`config.mk`:
```
export PLATFORM = sky130hd
export DESIGN_NAME = sid_bus_if_mc
export DESIGN_NICKNAME = d
export VERILOG_FILES = /design/src/rtl/sid_bus_if_mc.sv
export SDC_FILE = /design/constraint.sdc
export NUM_CORES = 1
export LEC_CHECK = 0
export CAP_MARGIN = 40
export CORE_UTILIZATION = 53
export CTS_CLUSTER_DIAMETER = 100
export DETAILED_ROUTE_END_ITERATION = 10
export GPL_TIMING_DRIVEN = 0
export PLACE_DENSITY = 0.73
export REMOVE_ABC_BUFFERS = 1
export SYNTH_ARGS = -nofsm -noshare
export SYNTH_HDL_FRONTEND = slang
export SYNTH_SLANG_ARGS = --single-unit
export TNS_END_PERCENT = 30
```
`constraint.sdc`:
```
create_clock -name clk -period 3.25 [get_ports clk]
set_input_delay 0.65 -clock clk [delete_from_list [all_inputs] [get_ports clk]]
set_output_delay 0.65 -clock clk [all_outputs]
set_load 0.05 [all_outputs]
```
`src/rtl/sid_bus_if_mc.sv`:
```
// Multi-chip-select 6510-style bus interface: pad sampling, debounce, PHI2 edge
// recovery, one-hot channel decode, write/read strobes and PHI2 loss detection.
module sid_bus_if_mc_db #(
    parameter int   W       = 1,
    parameter int   DB_LEN  = 4,
    parameter logic RST_ONE = 1'b0
) (
    input  logic         clk,
    input  logic         rst,
    input  logic [W-1:0] din_i,
    output logic [W-1:0] dout_o
);
    localparam logic [3:0] CNT_MAX = 4'(DB_LEN);
    localparam logic [3:0] CNT_RST = RST_ONE ? CNT_MAX : 4'd0;

    for (genvar g = 0; g < W; g++) begin : g_bit
        logic [3:0] cnt_q;
        logic [3:0] cnt_d;
        logic       out_q;
        logic       out_d;

        // Saturating counter with hysteresis: output only flips at the rails.
        always_comb begin
            cnt_d = cnt_q;
            out_d = out_q;
            if (din_i[g]) begin
                cnt_d = (cnt_q == CNT_MAX) ? cnt_q : cnt_q + 4'd1;
            end else begin
                cnt_d = (cnt_q == 4'd0) ? cnt_q : cnt_q - 4'd1;
            end
            if (cnt_d == CNT_MAX) begin
                out_d = 1'b1;
            end else if (cnt_d == 4'd0) begin
                out_d = 1'b0;
            end else begin
                out_d = out_q;
            end
        end

        always_ff @(posedge clk) begin
            if (rst) begin
                cnt_q <= CNT_RST;
                out_q <= RST_ONE;
            end else begin
                cnt_q <= cnt_d;
                out_q <= out_d;
            end
        end

        assign dout_o[g] = out_q;
    end
endmodule

module sid_bus_if_mc #(
    parameter int AW            = 5,
    parameter int NCS           = 2,
    parameter int DB_LEN        = 4,
    parameter int PHI2_RISE_LEN = 7,
    parameter int RD_EN         = 1,
    parameter int RD_LAT        = 1,
    parameter int HOLD_LEN      = 2,
    parameter int TO_W          = 8
) (
    input  logic            clk,
    input  logic            rst,
    input  logic [AW-1:0]   pad_a_i,
    input  logic [7:0]      pad_d_i,
    output logic [7:0]      pad_d_o,
    output logic            pad_d_oe,
    input  logic            pad_r_wn_i,
    input  logic [NCS-1:0]  pad_csn_i,
    input  logic            pad_phi2_i,
    output logic [AW-1:0]   bus_addr,
    output logic [NCS-1:0]  bus_cs,
    output logic [7:0]      bus_wdata,
    output logic            bus_we,
    output logic            bus_re,
    input  logic [7:0]      bus_rdata,
    output logic            clk_en,
    output logic            phi2_lost
);
    localparam logic [1:0] ST_LOW     = 2'd0;
    localparam logic [1:0] ST_RISING  = 2'd1;
    localparam logic [1:0] ST_HIGH    = 2'd2;
    localparam logic [3:0] RISE_LAST  = 4'(PHI2_RISE_LEN - 1);
    localparam logic [1:0] LAT_START  = 2'(RD_LAT);
    localparam logic [2:0] HOLD_START = (HOLD_LEN == 0) ? 3'd1 : 3'(HOLD_LEN);

    logic [AW-1:0]  a_in_q;
    logic [7:0]     d_in_q;
    logic           rwn_in_q;
    logic [NCS-1:0] csn_in_q;
    logic           phi2_in_q;

    logic [AW-1:0]  db_a_s;
    logic [7:0]     db_d_s;
    logic [0:0]     db_rwn_s;
    logic [NCS-1:0] db_csn_s;

    logic [1:0]      state_q, state_d;
    logic [3:0]      rcnt_q, rcnt_d;
    logic            rise_s, fall_s;
    logic [NCS-1:0]  sel_s;
    logic            any_s;
    logic            wr_go_s, rd_go_s;

    logic [AW-1:0]   addr_q, addr_d;
    logic [NCS-1:0]  cs_q, cs_d;
    logic [7:0]      wdata_q, wdata_d;
    logic            we_q, we_d, re_q, re_d, ce_q, ce_d;
    logic [7:0]      dout_q, dout_d;
    logic            oe_q, oe_d;
    logic [1:0]      lat_q, lat_d;
    logic [2:0]      hold_q, hold_d;
    logic [TO_W-1:0] to_q, to_d;
    logic            lost_q, lost_d;

    // Pad input register stage.
    always_ff @(posedge clk) begin
        if (rst) begin
            a_in_q    <= {AW{1'b0}};
            d_in_q    <= 8'h00;
            rwn_in_q  <= 1'b1;
            csn_in_q  <= {NCS{1'b1}};
            phi2_in_q <= 1'b0;
        end else begin
            a_in_q    <= pad_a_i;
            d_in_q    <= pad_d_i;
            rwn_in_q  <= pad_r_wn_i;
            csn_in_q  <= pad_csn_i;
            phi2_in_q <= pad_phi2_i;
        end
    end

    sid_bus_if_mc_db #(.W(AW),  .DB_LEN(DB_LEN), .RST_ONE(1'b0)) u_db_a
        (.clk(clk), .rst(rst), .din_i(a_in_q),   .dout_o(db_a_s));
    sid_bus_if_mc_db #(.W(8),   .DB_LEN(DB_LEN), .RST_ONE(1'b0)) u_db_d
        (.clk(clk), .rst(rst), .din_i(d_in_q),   .dout_o(db_d_s));
    sid_bus_if_mc_db #(.W(1),   .DB_LEN(DB_LEN), .RST_ONE(1'b1)) u_db_rwn
        (.clk(clk), .rst(rst), .din_i(rwn_in_q), .dout_o(db_rwn_s));
    sid_bus_if_mc_db #(.W(NCS), .DB_LEN(DB_LEN), .RST_ONE(1'b1)) u_db_csn
        (.clk(clk), .rst(rst), .din_i(csn_in_q), .dout_o(db_csn_s));

    // PHI2 edge recovery: a rise needs PHI2_RISE_LEN consecutive high samples.
    always_comb begin
        state_d = state_q;
        rcnt_d  = rcnt_q;
        rise_s  = 1'b0;
        fall_s  = 1'b0;
        case (state_q)
            ST_LOW, ST_RISING: begin
                if (phi2_in_q) begin
                    if (rcnt_q == RISE_LAST) begin
                        state_d = ST_HIGH;
                        rcnt_d  = 4'd0;
                        rise_s  = 1'b1;
                    end else begin
                        state_d = ST_RISING;
                        rcnt_d  = rcnt_q + 4'd1;
                    end
                end else begin
                    state_d = ST_LOW;
                    rcnt_d  = 4'd0;
                end
            end
            ST_HIGH: begin
                if (!phi2_in_q) begin
                    state_d = ST_LOW;
                    fall_s  = 1'b1;
                end else begin
                    state_d = ST_HIGH;
                end
            end
            default: begin
                state_d = ST_LOW;
                rcnt_d  = 4'd0;
            end
        endcase
    end

    // Lowest-index active chip select wins.
    always_comb begin
        sel_s = {NCS{1'b0}};
        any_s = 1'b0;
        for (int i = 0; i < NCS; i++) begin
            if (!db_csn_s[i] && !any_s) begin
                sel_s[i] = 1'b1;
                any_s    = 1'b1;
            end else begin
                sel_s[i] = 1'b0;
            end
        end
    end

    assign wr_go_s = fall_s & ~db_rwn_s[0] & any_s;
    assign rd_go_s = (RD_EN != 0) & rise_s & db_rwn_s[0] & any_s;

    // Access strobes, read-data drive window and PHI2 timeout.
    always_comb begin
        addr_d  = addr_q;
        cs_d    = cs_q;
        wdata_d = wdata_q;
        we_d    = 1'b0;
        re_d    = 1'b0;
        ce_d    = fall_s;
        dout_d  = dout_q;
        oe_d    = oe_q;
        lat_d   = lat_q;
        hold_d  = hold_q;

        if (wr_go_s) begin
            addr_d  = db_a_s;
            cs_d    = sel_s;
            wdata_d = db_d_s;
            we_d    = 1'b1;
        end else begin
            we_d    = 1'b0;
        end

        if (rd_go_s) begin
            addr_d = db_a_s;
            cs_d   = sel_s;
            re_d   = 1'b1;
            lat_d  = LAT_START;
        end else if (lat_q != 2'd0) begin
            lat_d = lat_q - 2'd1;
            if (lat_q == 2'd1) begin
                dout_d = bus_rdata;
                oe_d   = 1'b1;
            end else begin
                oe_d   = oe_q;
            end
        end else begin
            lat_d = lat_q;
        end

        // Hold window opens on the fall and closes the drive when it expires.
        if (rd_go_s) begin
            hold_d = 3'd0;
        end else if (fall_s && (oe_q || (lat_q != 2'd0))) begin
            hold_d = HOLD_START;
        end else if (hold_q != 3'd0) begin
            hold_d = hold_q - 3'd1;
            if (hold_q == 3'd1) begin
                oe_d = 1'b0;
            end else begin
                oe_d = oe_d;
            end
        end else begin
            hold_d = hold_q;
        end

        if (!db_rwn_s[0]) begin
            oe_d = 1'b0;
        end else begin
            oe_d = oe_d;
        end

        if (fall_s) begin
            to_d = {TO_W{1'b0}};
        end else if (&to_q) begin
            to_d = to_q;
        end else begin
            to_d = to_q + TO_W'(1);
        end
        lost_d = &to_d;
    end

    // State and output registers.
    always_ff @(posedge clk) begin
        if (rst) begin
            state_q <= ST_LOW;
            rcnt_q  <= 4'd0;
            addr_q  <= {AW{1'b0}};
            cs_q    <= {NCS{1'b0}};
            wdata_q <= 8'h00;
            we_q    <= 1'b0;
            re_q    <= 1'b0;
            ce_q    <= 1'b0;
            dout_q  <= 8'h00;
            oe_q    <= 1'b0;
            lat_q   <= 2'd0;
            hold_q  <= 3'd0;
            to_q    <= {TO_W{1'b0}};
            lost_q  <= 1'b0;
        end else begin
            state_q <= state_d;
            rcnt_q  <= rcnt_d;
            addr_q  <= addr_d;
            cs_q    <= cs_d;
            wdata_q <= wdata_d;
            we_q    <= we_d;
            re_q    <= re_d;
            ce_q    <= ce_d;
            dout_q  <= dout_d;
            oe_q    <= oe_d;
            lat_q   <= lat_d;
            hold_q  <= hold_d;
            to_q    <= to_d;
            lost_q  <= lost_d;
        end
    end

    assign bus_addr  = addr_q;
    assign bus_cs    = cs_q;
    assign bus_wdata = wdata_q;
    assign bus_we    = we_q;
    assign bus_re    = re_q;
    assign clk_en    = ce_q;
    assign pad_d_o   = dout_q;
    assign pad_d_oe  = oe_q;
    assign phi2_lost = lost_q;
endmodule

```
# Yosys cells after proc, flatten, opt, wreduce, memory -nomap -nowiden
# Index checks and enable logic that the tools add are counted.
# totals
regBits,144
in_bits,27
out_inout_bits,28
word_cells,305
# classes
add_sub_neg,36
eq_ne,37
n_mux,108
bitwise,6
n_reduce_logical,65
# op_table
op,count
2-to-1 mux 4 bit,50
"equality test 4 x 3 -> 1 bit, second input constant",33
zero test 4 bit,32
"adder 4 x 1 -> 4 bit, second input constant",17
"subtractor 4 x 1 -> 4 bit, second input constant",16
2-to-1 mux 1 bit,45
nonzero test 2 bit,17
2-to-1 mux 8 bit,2
AND reduction 8 bit,2
2-to-1 mux 2 bit,7
OR reduction 2 bit,6
2-to-1 mux 5 bit,2
"adder 8 x 1 -> 8 bit, second input constant",1
case mux 4 bit (2 select lines),1
AND 1 bit,4
"equality test 2 x 1 -> 1 bit, second input constant",2
case mux 2 bit (2 select lines),1
"equality test 3 x 1 -> 1 bit, second input constant",1
AND reduction 3 bit,1
nonzero test 3 bit,1
OR reduction 3 bit,1
"subtractor 3 x 1 -> 3 bit, second input constant",1
"equality test 2 bit, second input constant",1
logical AND 1 bit,2
other kinds (5),6

# Depth between registers and ports, before layout
# Gate-level depths: netlist (run 1).
# depth
word_depth,11
mapped_depth,9
mapped_depth_nobuf,7

# Modules after synthesis
# Synthesis (run 1) repeated with hierarchy kept, for this count alone.
# unflattened
hier_cells,918
area_unflattened_um2,8101.5
# modules_own_cells
mod,instances,cells_per_inst,area_each_um2,seq_area_each_um2
sid_bus_if_mc_db at u_db_d,1,326,2740.1,800.8
sid_bus_if_mc,1,254,2518.7,1281.2
sid_bus_if_mc_db at u_db_a,1,222,1816.7,500.5
sid_bus_if_mc_db at u_db_csn,1,78,681.9,200.2
sid_bus_if_mc_db at u_db_rwn,1,38,344.1,100.1

# Worst setup path after synthesis (run 1)
# Ideal clock, no wire load.
# synth_path
path_type,reg-to-reg
from,register u_db_csn.g_bit[1].cnt_q[1]
to,register u_db_csn.g_bit[1].out_q
setup_time_ns,0.116
arrival_time_ns,1.896
required_time_ns,3.134
setup_slack_ns,1.238
stages_incl_launch_ff,10
path_buffers,2
synth_period_minus_slack_ns,2.012
path_cell_list,dfxtp_1 -> clkbuf_1 -> inv_1 -> ha_1 -> clkbuf_1 -> nor3b_1 -> o221a_2 -> o31ai_1 -> a21oi_1 -> a31o_2
# synth_between
elab_chain_cells,5
word_cells_on_any_way,10
classes_between,add/sub: 2; eq/ne: 2; mux: 3; reduce/logical: 3
# synth_rtl
element,line,source
from (decl),17,logic [3:0] cnt_q;
from (signal assigned),45,cnt_q <= cnt_d;
subtractor 4 x 1 -> 4 bit (tied with other cells),29,cnt_d = (cnt_q == 4'd0) ? cnt_q : cnt_q - 4'd1;
"2-to-1 mux 4 bit, on equally long branches","29, 27",
2-to-1 mux 4 bit *,26,if (din_i[g]) begin
equality test 4 x 3 -> 1 bit,31,if (cnt_d == CNT_MAX) begin
OR reduction 2 bit (no source line),n/a,
to (signal assigned),46,out_q <= out_d;
to (decl),19,logic out_q;
# Mark *: on every way between the ends. The rest lies on a longest branch, timed or not.
# A chain may end at the register's enable or synchronous reset.

==> metrics.md, run 1 <==
| Metric | Value |
|---|---|
| Routability congestion estimate | 0.849 |
| Hold-fix buffers, CTS | 0 |
| Final setup TNS | 0 ns |
| Cell mode on critical path | buf_16 |
| CP Class | input pin to flop |
| CP max stage cell | inv_1 |
| Yosys reg bits | 144 |
| Initial antenna violation count | 0 |
| Most common cell after layout, fill and taps aside | dfxtp_1 |
| Leak | 3.58 nW |
| WL per Instance | 12.4 um |
| Worst slew pin tran | 0.574 ns |
| Register area | 2880 um2 |
| Final Hold Fails | 0 |
| Max Clk Rate | 0.410 GHz |
| Worst-path cell chain | buf_4 > buf_16 > inv_1 > buf_16 > nand2_1 > a311oi_1 > nand4b_1 > nor4_1 |
| Final hold slack | 0.450 ns |
| Crit path DAT | 2.75 ns |
| Die W | 124 um |
| Status | finished, final reports clean |
| Antenna diode count | 0 |
| Core area | 14500 um2 |
| Initial Util | 54.1% |
| Post-synth EDFFs | 0 |
| WL final | 14100 um |
| Mapped Cells | 924 |
| Input/output buffers | 54 |
| Setup clock skew after layout | 0.00508 ns |
| Setup Buffers After CTS | 0 |
| H-tree levels | 4 |
| Synth Flop Type | dfxtp_1 |
| Final-report setup violation count | 0 |
| Worst Hold Class | flop to flop |
| Final #Nets | 1005 |
| Max cap viols | 0 |
| GRT overflow | 0 |
| Crit path max fanout | 62 |
| Post-route ant nets | 0 |
| Total GRT Usage | 19.6% |
| FILL cells | 1271 |
| Sequential area share after synthesis | 36.8% |
| Share of layout cells above drive strength 1 | 5.99% |
| Clock latency on the worst-skew pair | 0.41 ns |
| RSZ-0062 raised after global routing | no |
| Total Die Area | 15300 um2 |
| Critical path endpoint category | flop |
| Synthesized area | 7840 um2 |
| First-pass GRT wire length | 24100 um |
| Vias in the first global route | 5516 |
| Area growth from synthesis to layout | 14.5% |
| Mean Syn Cell Area | 8.48 um2 |
| Residual DRC | 0 |
| Area of the multi-input gates | 4500 um2 |
| Pin count of the biggest net entering global routing | 63 |
| Post-cts gate resize count | 0 |
| Dpl hpwl | 9440 um |
| Clock buffer depth | 2 |
| Die H | 124 um |
| Max-slew violation count | 0 |
| Boundary pin count | 55 |
| FP Rows | 44 |
| Sink Count | 144 |
| DR pass1 iterations | 5 |
| CTS tree | built |
| Crit share post-route | 75.0% |
| Worst VDD drop | 0.582 mV |
| Routed via count | 6311 |
| Cell Pwr Density | 860 nW/um2 |
| Synth cell types | 59 |
| FFs w/ async S/R, synth | 0% |
| Worst Path Required | 3.56 ns |
| Slew HR | 61.7% |
| Most frequent cells in the layout | dfxtp_1, nor2_1, nand2_1 |
| CTS root buf | clkbuf_16 |
| TritonCTS Buffers | 17 |
| Drt initial violations | 393 |
| Tmin final | 2.44 ns |
| Worst Setup Start Kind | input pin |
| Mean number of vias per cell | 5.56 |
| Clock Pin Slew Worst Setup and Hold Paths | 0.06 ns |
| Slowest stage delay, CP | 0.47 ns |
| Yosys warns | 0 |
==> cell families (layout without fill, tap and decap cells) <==
group           count (synthesis)  after routing  synth area share (%)
fa+ha+maj                      38             38                  6.07
xor+xnor                       35             35                  3.91
simple gates                  353            353                  23.7
mux                            60             60                  7.87
flops                         144            144                  36.8
buf+inv                       115            143                  5.73
compound gates                179            179                  16.0
==> synth_stat cells, types with 2 or more instances <==
| library cell | n | area [um2] |
|---|---|---|
| o21ai_0 | 31 | 155 |
| nand3b_1 | 14 | 105 |
| a311oi_1 | 3 | 26.3 |
| o211ai_1 | 12 | 90.1 |
| buf_1 | 3 | 11.3 |
| a211o_1 | 4 | 35.0 |
| nand2b_1 | 17 | 106 |
| mux2_2 | 9 | 101 |
| nor3_1 | 20 | 100 |
| xor2_1 | 9 | 78.8 |
| a221o_1 | 2 | 20.0 |
| nor4_1 | 2 | 12.5 |
| inv_1 | 55 | 206 |
| and2_1 | 18 | 113 |
| dfxtp_1 | 144 | 2880 |
| nor2b_1 | 40 | 250 |
| nand3_1 | 27 | 135 |
| nor2_1 | 102 | 383 |
| ha_1 | 38 | 475 |
| nand4_1 | 8 | 50.1 |
| nor3b_1 | 12 | 90.1 |
| nand2_1 | 57 | 214 |
| or3b_2 | 2 | 17.5 |
| a2111oi_1 | 5 | 50.1 |
| a21oi_1 | 35 | 175 |
| o31ai_1 | 17 | 128 |
| a211oi_1 | 12 | 90.1 |
| and3_1 | 6 | 37.5 |
| xnor2_1 | 26 | 228 |
| a22o_1 | 7 | 61.3 |
| clkbuf_1 | 48 | 180 |
| a22oi_1 | 8 | 60.1 |
| buf_2 | 7 | 35.0 |
| a221oi_1 | 16 | 140 |
| or4_1 | 7 | 52.6 |
| a31oi_1 | 10 | 62.6 |
| mux2i_1 | 50 | 500 |
| a21o_1 | 2 | 15.0 |
| or2_2 | 4 | 25.0 |
| nor4bb_1 | 9 | 90.1 |
| a31o_2 | 8 | 70.1 |
==> final cells by class <==
| class | count | area share [%] |
|---|---|---|
| clock inverters | 6 | 0.641 |
| clock buffers | 25 | 5.41 |
| well taps | 184 | 2.57 |
| multi-input cells | 665 | 50.2 |
| flip-flops and latches | 144 | 32.1 |
| repair buffers | 57 | 6.78 |
| inverters | 55 | 2.30 |
==> flip-flops by register name, summed over array words and instances, names as in the netlist, 3 cells and up <==
| register | count |
|---|---|
| u_db_csn.g_bit.cnt_q | 8 |
| u_db_rwn.g_bit.cnt_q | 4 |
| a_in_q | 5 |
| rcnt_q | 4 |
| u_db_a.g_bit.out_q | 5 |
| hold_q | 3 |
| u_db_d.g_bit.out_q | 8 |
| to_q | 8 |
| u_db_d.g_bit.cnt_q | 32 |
| bus_wdata | 8 |
| bus_addr | 5 |
| d_in_q | 8 |
| u_db_a.g_bit.cnt_q | 20 |
| pad_d_o | 8 |
==> metrics by stage <==
stage	util [%]	instances	power, W	area, um2	setup slack [ns]
6_report	62.0	1136	0.00772	8970	0.814
5_1_grt	62.0	1136	0.00838	8970	0.699
4_1_cts	62.0	1136	0.00778	8970	0.776
3_5_place_dp	58.2	1105	0.00595	8430	0.339
3_3_place_gp	57.8	1102	0.00590	8360	-3.59
2_1_floorplan	-	864	0.00532	7590	1.27
==> where the power goes <==
group	switching, W	internal [W]	leakage (nW)
clock network	0.000682	0.00110	0.267
logic	0.00154	0.00159	2.13
registers	0.000629	0.00218	1.18
total	0.00285	0.00487	3.58
==> critical path, delay by kind of cell <==
kind,cells,cell delay [ns]
buffers and inverters,4,1.22
AO/OA/AOI/OAI,1,0.31
AND/OR/NAND/NOR,3,0.53
==> layer usage <==
layer | vias up | wire length (um) | global-route usage (%) | share of wire, %
met4 | 0 | 121 | 6.17 | 0.86
li1 | 3285 | - | - | -
met3 | 11 | 392 | 4.67 | 2.8
met2 | 76 | 6650 | 32.9 | 47
met1 | 2939 | 6960 | 24.6 | 49
met5 | - | 0 | 0 | 0
==> worst paths after layout <==
check                             start     endpoint  slack, ns  depth (start not counted)
setup / recovery                    rst    phi2_lost       0.81                          8
hold / removal    u_db_a.g_bit[3].out_q  bus_addr[3]       0.45                          2
setup reg to reg              rcnt_q[0]   pad_d_o[3]       1.00                          7
hold reg to reg   u_db_a.g_bit[3].out_q  bus_addr[3]       0.45                          2
Note: power is estimated with default switching activity, not from simulation.
==> inputs of run 2 (changes only) <==
- PLACE_DENSITY: 0.73 -> 0.76
- clock period: 3.25 -> 2.04 ns (I/O delays scaled with it)
==> run 2 against run 1 <==
Critical path depth down 7. Via count increased by 1.5%. First-iteration DRC count decreased by 2.5%. Clock-buffer cell count is 6 lower. Routed wire length increased by 6.2%. Non-clock buffer count increased by 2. Core utilization grew 1.7 points. Combinational power up 70%. Critical path type is now flop to primary output. Highest routed layer unchanged.
==> metrics.md, run 2 (synthesized netlist as in run 1, its figures left out) <==
| Metric | Value |
|---|---|
| Total Die Area | 15300 um2 |
| Cell Pwr Density | 1420 nW/um2 |
| Max cap viols | 0 |
| Die W | 124 um |
| Input/output buffers | 54 |
| WP buf/inv | 1 |
| Crit path DAT | 1.58 ns |
| Final-report setup violation count | 0 |
| Worst-path cell chain | clkdlybuf4s50_1 |
| Routed via count | 6405 |
| FP Rows | 44 |
| GRT overflow | 0 |
| Clock Pin Slew Worst Setup and Hold Paths | 0.06 ns |
| Core area | 14500 um2 |
| CP max stage cell | clkdlybuf4s50_1 |
| Slowest stage delay, CP | 0.82 ns |
| Share of layout cells above drive strength 1 | 10.8% |
| Status | finished, final reports clean |
| RSZ-0062 raised after global routing | yes |
| Clock latency on the worst-skew pair | 0.43 ns |
| Worst VDD drop | 0.808 mV |
| Residual DRC | 0 |
| Final #Nets | 1007 |
| Min-delay src | rst |
| CTS tree | built |
| Vias in the first global route | 5745 |
| DR pass1 iterations | 4 |
| Crit share post-route | 97.6% |
| Max-slew violation count | 0 |
| Top flop regs | u_db_d.g_bit.cnt_q: 32 flops, u_db_a.g_bit.cnt_q: 20 flops |
| WL per Instance | 13.2 um |
| Worst Hold Class | input pin to flop |
| Final hold slack | 0.353 ns |
| Max Clk Rate | 0.502 GHz |
| Critical path endpoint category | primary output |
| WL final | 15000 um |
| Die H | 124 um |
| Area growth from synthesis to layout | 17.7% |
| RR Startpoint | u_db_d.g_bit[0].cnt_q[0] |
| Net Sw Power | 0.00493 W |
| Clock power share | 24.8% |
| Reg power frac | 34.7% |
| Crit path max fanout | 2 |
| Worst Setup SP | pad_d_o[2] |
| Drt initial violations | 383 |
| Final Hold Fails | 0 |
| Routability congestion estimate | 0.822 |
| Setup clock skew after layout | 0.00821 ns |
| Mean number of vias per cell | 5.62 |
| Dpl hpwl | 9910 um |
| Final setup TNS | 0 ns |
| Most frequent cells in the layout | dfxtp_1, nor2_1, nand2_1 |
| Total GRT Usage | 20.6% |
| Cell family with most CP delay | buffers and inverters |
| Clock buffer depth | 2 |
| CP Class | flop to primary output |
| Initial antenna violation count | 0 |
| Worst Setup Start Kind | flop |
| Slew HR | 65.3% |
| Tmin final | 1.99 ns |
| Worst slew pin tran | 0.519 ns |
| Number of flip-flops under the largest register name | 32 |
| H-tree levels | 4 |
| Post-route ant nets | 0 |
| Pin count of the biggest net entering global routing | 58 |
| TritonCTS Buffers | 17 |
| Leak | 3.65 nW |
| Initial Util | 54.1% |
| Most common cell after layout, fill and taps aside | dfxtp_1 |
| Worst Path Required | 1.63 ns |
| Sink Count | 144 |
| CTS root buf | clkbuf_16 |
| Boundary pin count | 55 |
| Comb pwr share | 40.5% |
| Core Util, Final | 63.7% |
| Int Power | 0.00819 W |
| Switching Share | 37.6% |
| Reg with most FFs | u_db_d.g_bit.cnt_q |
| Antenna diode count | 0 |
| First-pass GRT wire length | 25200 um |
==> run 2: through the flow <==
| step | power, W | instance area [um2] | setup WS (ns) | instances |
|---|---|---|---|---|
| after global routing | 0.0141 | 9220 | -0.0451 | 1139 |
| after CTS | 0.0130 | 9110 | 0.00419 | 1137 |
| after global placement | 0.00938 | 8360 | -4.57 | 1102 |
| after detailed placement | 0.00951 | 8430 | -0.502 | 1105 |
| final | 0.0131 | 9220 | 0.0491 | 1139 |
| after floorplan | 0.00848 | 7590 | 0.0574 | 864 |
==> run 2: final cells by class <==
type                            count  area [um2]
Fill cell                        1218        5260
Multi-Input combinational cell    665        4620
Sequential cell                   144        2910
Timing Repair Buffer               59         626
Clock buffer                       19         443
Tap cell                          184         230
Inverter                           55         210
Clock inverter                     13         178
==> run 2: path summary, 6_finish.rpt <==
path	end	slack (ns)	cells past startpoint
setup / recovery	pad_d_o[2]	0.05	1
hold / removal	pad_d_o[3]	0.35	2
setup reg to reg	u_db_d.g_bit[0].out_q	0.07	7
hold reg to reg	bus_addr[2]	0.46	2
==> run 2: layer usage <==
metal / wire (um) / global-route usage [%] / share of wire (%)
met2: 7210 / 34.3 / 48
met3: 413 / 4.99 / 2.8
met5: 0 / 0 / 0
met4: 261 / 8.21 / 1.7
met1: 7110 / 25.3 / 47
==> run 2: repair_timing <==
| action | in CTS | in global routing |
|---|---|---|
| buffers inserted | 0 | 2 |
| gates resized for setup | 20 | 35 |
| cloned | 0 | 0 |
| endpoints found under the setup margin | 23 | 12 |
| pin swaps | 4 | 6 |
| hold buffers | 0 | 0 |
==> run 2: power by group through the flow <==
| stage | Combinational [W] | Clock, W | Sequential [W] |
|---|---|---|---|
| 6_report | 0.00532 | 0.00325 | 0.00455 |
| 5_1_grt | 0.00602 | 0.00344 | 0.00469 |
| 4_1_cts | 0.00516 | 0.00332 | 0.00448 |
| 3_5_place_dp | 0.00500 | 0 | 0.00451 |
| 3_3_place_gp | 0.00487 | 0 | 0.00451 |
| 2_1_floorplan | 0.00412 | 0 | 0.00436 |
==> inputs of run 3 (changes only) <==
- CORE_UTILIZATION: 53 -> 50
- PLACE_DENSITY: 0.76 -> 0.72
==> run 3 against run 2 <==
Via count is 0.34% lower. Worst setup slack worse by 0.040 ns. Clock skew is 0.0029 ns lower. Largest power group unchanged. Sequential power hardly changed. Critical path type is now flop to flop.
==> metrics.md, run 3 (synthesized netlist as in run 1, its figures left out) <==
| Metric | Value |
|---|---|
| Status | finished, final reports clean |
| Pin count of the biggest net entering global routing | 67 |
| Total GRT Usage | 19.2% |
| GRT overflow | 0 |
| Initial antenna violation count | 0 |
| Die W | 127 um |
| Cell family with most CP delay | compound AO/OA/AOI/OAI gates |
| Critical path endpoint category | flop |
| Antenna diode count | 0 |
| Worst R2R Path Depth | 7 |
| Residual DRC | 0 |
| Max-slew violation count | 0 |
| Slew HR | 65.9% |
| Crit path max fanout | 9 |
| FILL cells | 1330 |
| Slowest stage delay, CP | 0.48 ns |
| Routed via count | 6383 |
| Cell Pwr Density | 1410 nW/um2 |
| Post-route ant nets | 0 |
| Area growth from synthesis to layout | 18.0% |
| CP Class | flop to flop |
| CTS tree | built |
| Worst-path cell chain | inv_1 > ha_1 > nor3b_1 > o221a_2 > o31ai_1 > a21oi_1 > a31o_2 |
| Clock latency on the worst-skew pair | 0.42 ns |
| CP max stage cell | dfxtp_1 |
| FP Rows | 45 |
| Number of flip-flops under the largest register name | 32 |
| Core area | 15300 um2 |
| CTS root buf | clkbuf_16 |
| Fin area | 9250 um2 |
| Max Clk Rate | 0.492 GHz |
| Leak | 3.67 nW |
| WP depth | 7 |
| Tmin final | 2.03 ns |
| Dpl hpwl | 9880 um |
| Vias in the first global route | 5754 |
| Reg with most FFs | u_db_d.g_bit.cnt_q |
| Top flop regs | u_db_d.g_bit.cnt_q: 32 flops, u_db_a.g_bit.cnt_q: 20 flops |
| Final #Nets | 1007 |
| Post-route worst setup slack | 0.00881 ns |
| Worst slew pin tran | 0.510 ns |
| Setup clock skew after layout | 0.00531 ns |
| Final-report setup violation count | 0 |
| Final setup TNS | 0 ns |
| Sink Count | 144 |
| Worst Hold Class | input pin to flop |
| Boundary pin count | 55 |
| WL final | 15000 um |
| Hold depth | 2 |
| Worst Path Required | 2.35 ns |
| Worst Setup Start Kind | flop |
| Final Hold Fails | 0 |
| Drt initial violations | 344 |
| Place WS | -0.445 ns |
| Clock Pin Slew Worst Setup and Hold Paths | 0.06 ns |
| Initial Util | 51.3% |
| Total Die Area | 16200 um2 |
| Share of layout cells above drive strength 1 | 10.9% |
| Crit path DAT | 2.34 ns |
| Most frequent cells in the layout | dfxtp_1, nor2_1, nand2_1 |
| WL per Instance | 12.9 um |
| H-tree levels | 4 |
| Crit share post-route | 99.6% |
| Clock buffer depth | 2 |
| Most common cell after layout, fill and taps aside | dfxtp_1 |
| RSZ-0062 raised after global routing | yes |
| Final hold slack | 0.417 ns |
| Input/output buffers | 54 |
| TritonCTS Buffers | 17 |
| Routability congestion estimate | 0.799 |
| Die H | 127 um |
| WP buf/inv | 1 |
| Post-DP Area | 8460 um2 |
| Mean number of vias per cell | 5.47 |
| First-pass GRT wire length | 25600 um |
| Max cap viols | 0 |
| Worst VDD drop | 0.892 mV |
| DR pass1 iterations | 5 |
-- run 3: cell types whose count changed in the layout (fill, tap and decap cells not counted), sizes merged --
cell           before  now
inv                59   54
clkbuf             19   23
clkinvlp            3    5
dlymetal6s2s        0    2
clkdlybuf4s50      52   51
clkinv              3    2
dlygate4sd2         1    0
-- run 3: timing repair --
action	4_1_cts	5_1_grt
buffers inserted	0	2
endpoints found under the setup margin	17	27
hold endpoints to repair	0	0
hold buffers	0	0
resized for setup	11	42
pin swaps	2	8
-- run 3: path summary, 6_finish.rpt --
check	from	to	slack [ns]
max	u_db_csn.g_bit[1].cnt_q[0]	u_db_csn.g_bit[1].out_q	0.009
min	rst	u_db_d.g_bit[0].cnt_q[1]	0.42
max reg2reg	u_db_csn.g_bit[1].cnt_q[0]	u_db_csn.g_bit[1].out_q	0.009
min reg2reg	u_db_a.g_bit[3].out_q	bus_addr[3]	0.46
-- run 3: per-stage QoR --
step	total power, W	cells	util, %
final	0.0131	1166	60.6
after floorplan	0.00848	864	-
after global placement	0.00941	1129	55.0
after detailed placement	0.00951	1132	55.5
after global routing	0.0141	1166	60.6
after CTS	0.0129	1164	59.8
-- run 3: final cells by class --
type / instances / area [um2] / share of cell area, %
Timing Repair Buffer: 59 / 628 / 6.79
Clock buffer: 23 / 488 / 5.28
Tap cell: 211 / 264 / 2.86
Clock inverter: 9 / 130 / 1.41
Inverter: 55 / 210 / 2.27
Sequential cell: 144 / 2910 / 31.5
Multi-Input combinational cell: 665 / 4620 / 49.9
-- run 3: metal layers --
layer	up-vias	part of all wire [%]	wire length, um	track usage, %
met2	96	48	7210	32.4
met3	14	3.1	469	4.06
met5	-	0	0	0
li1	3292	-	-	-
met1	2981	48	7170	24.4
met4	0	1.2	186	6.58
-- run 3: report_power, final --
part	leakage (nW)	switching, W	total (W)	internal, W
Clock	0.291	0.00117	0.00321	0.00205
Combinational	2.19	0.00263	0.00532	0.00270
Sequential	1.19	0.00103	0.00454	0.00351
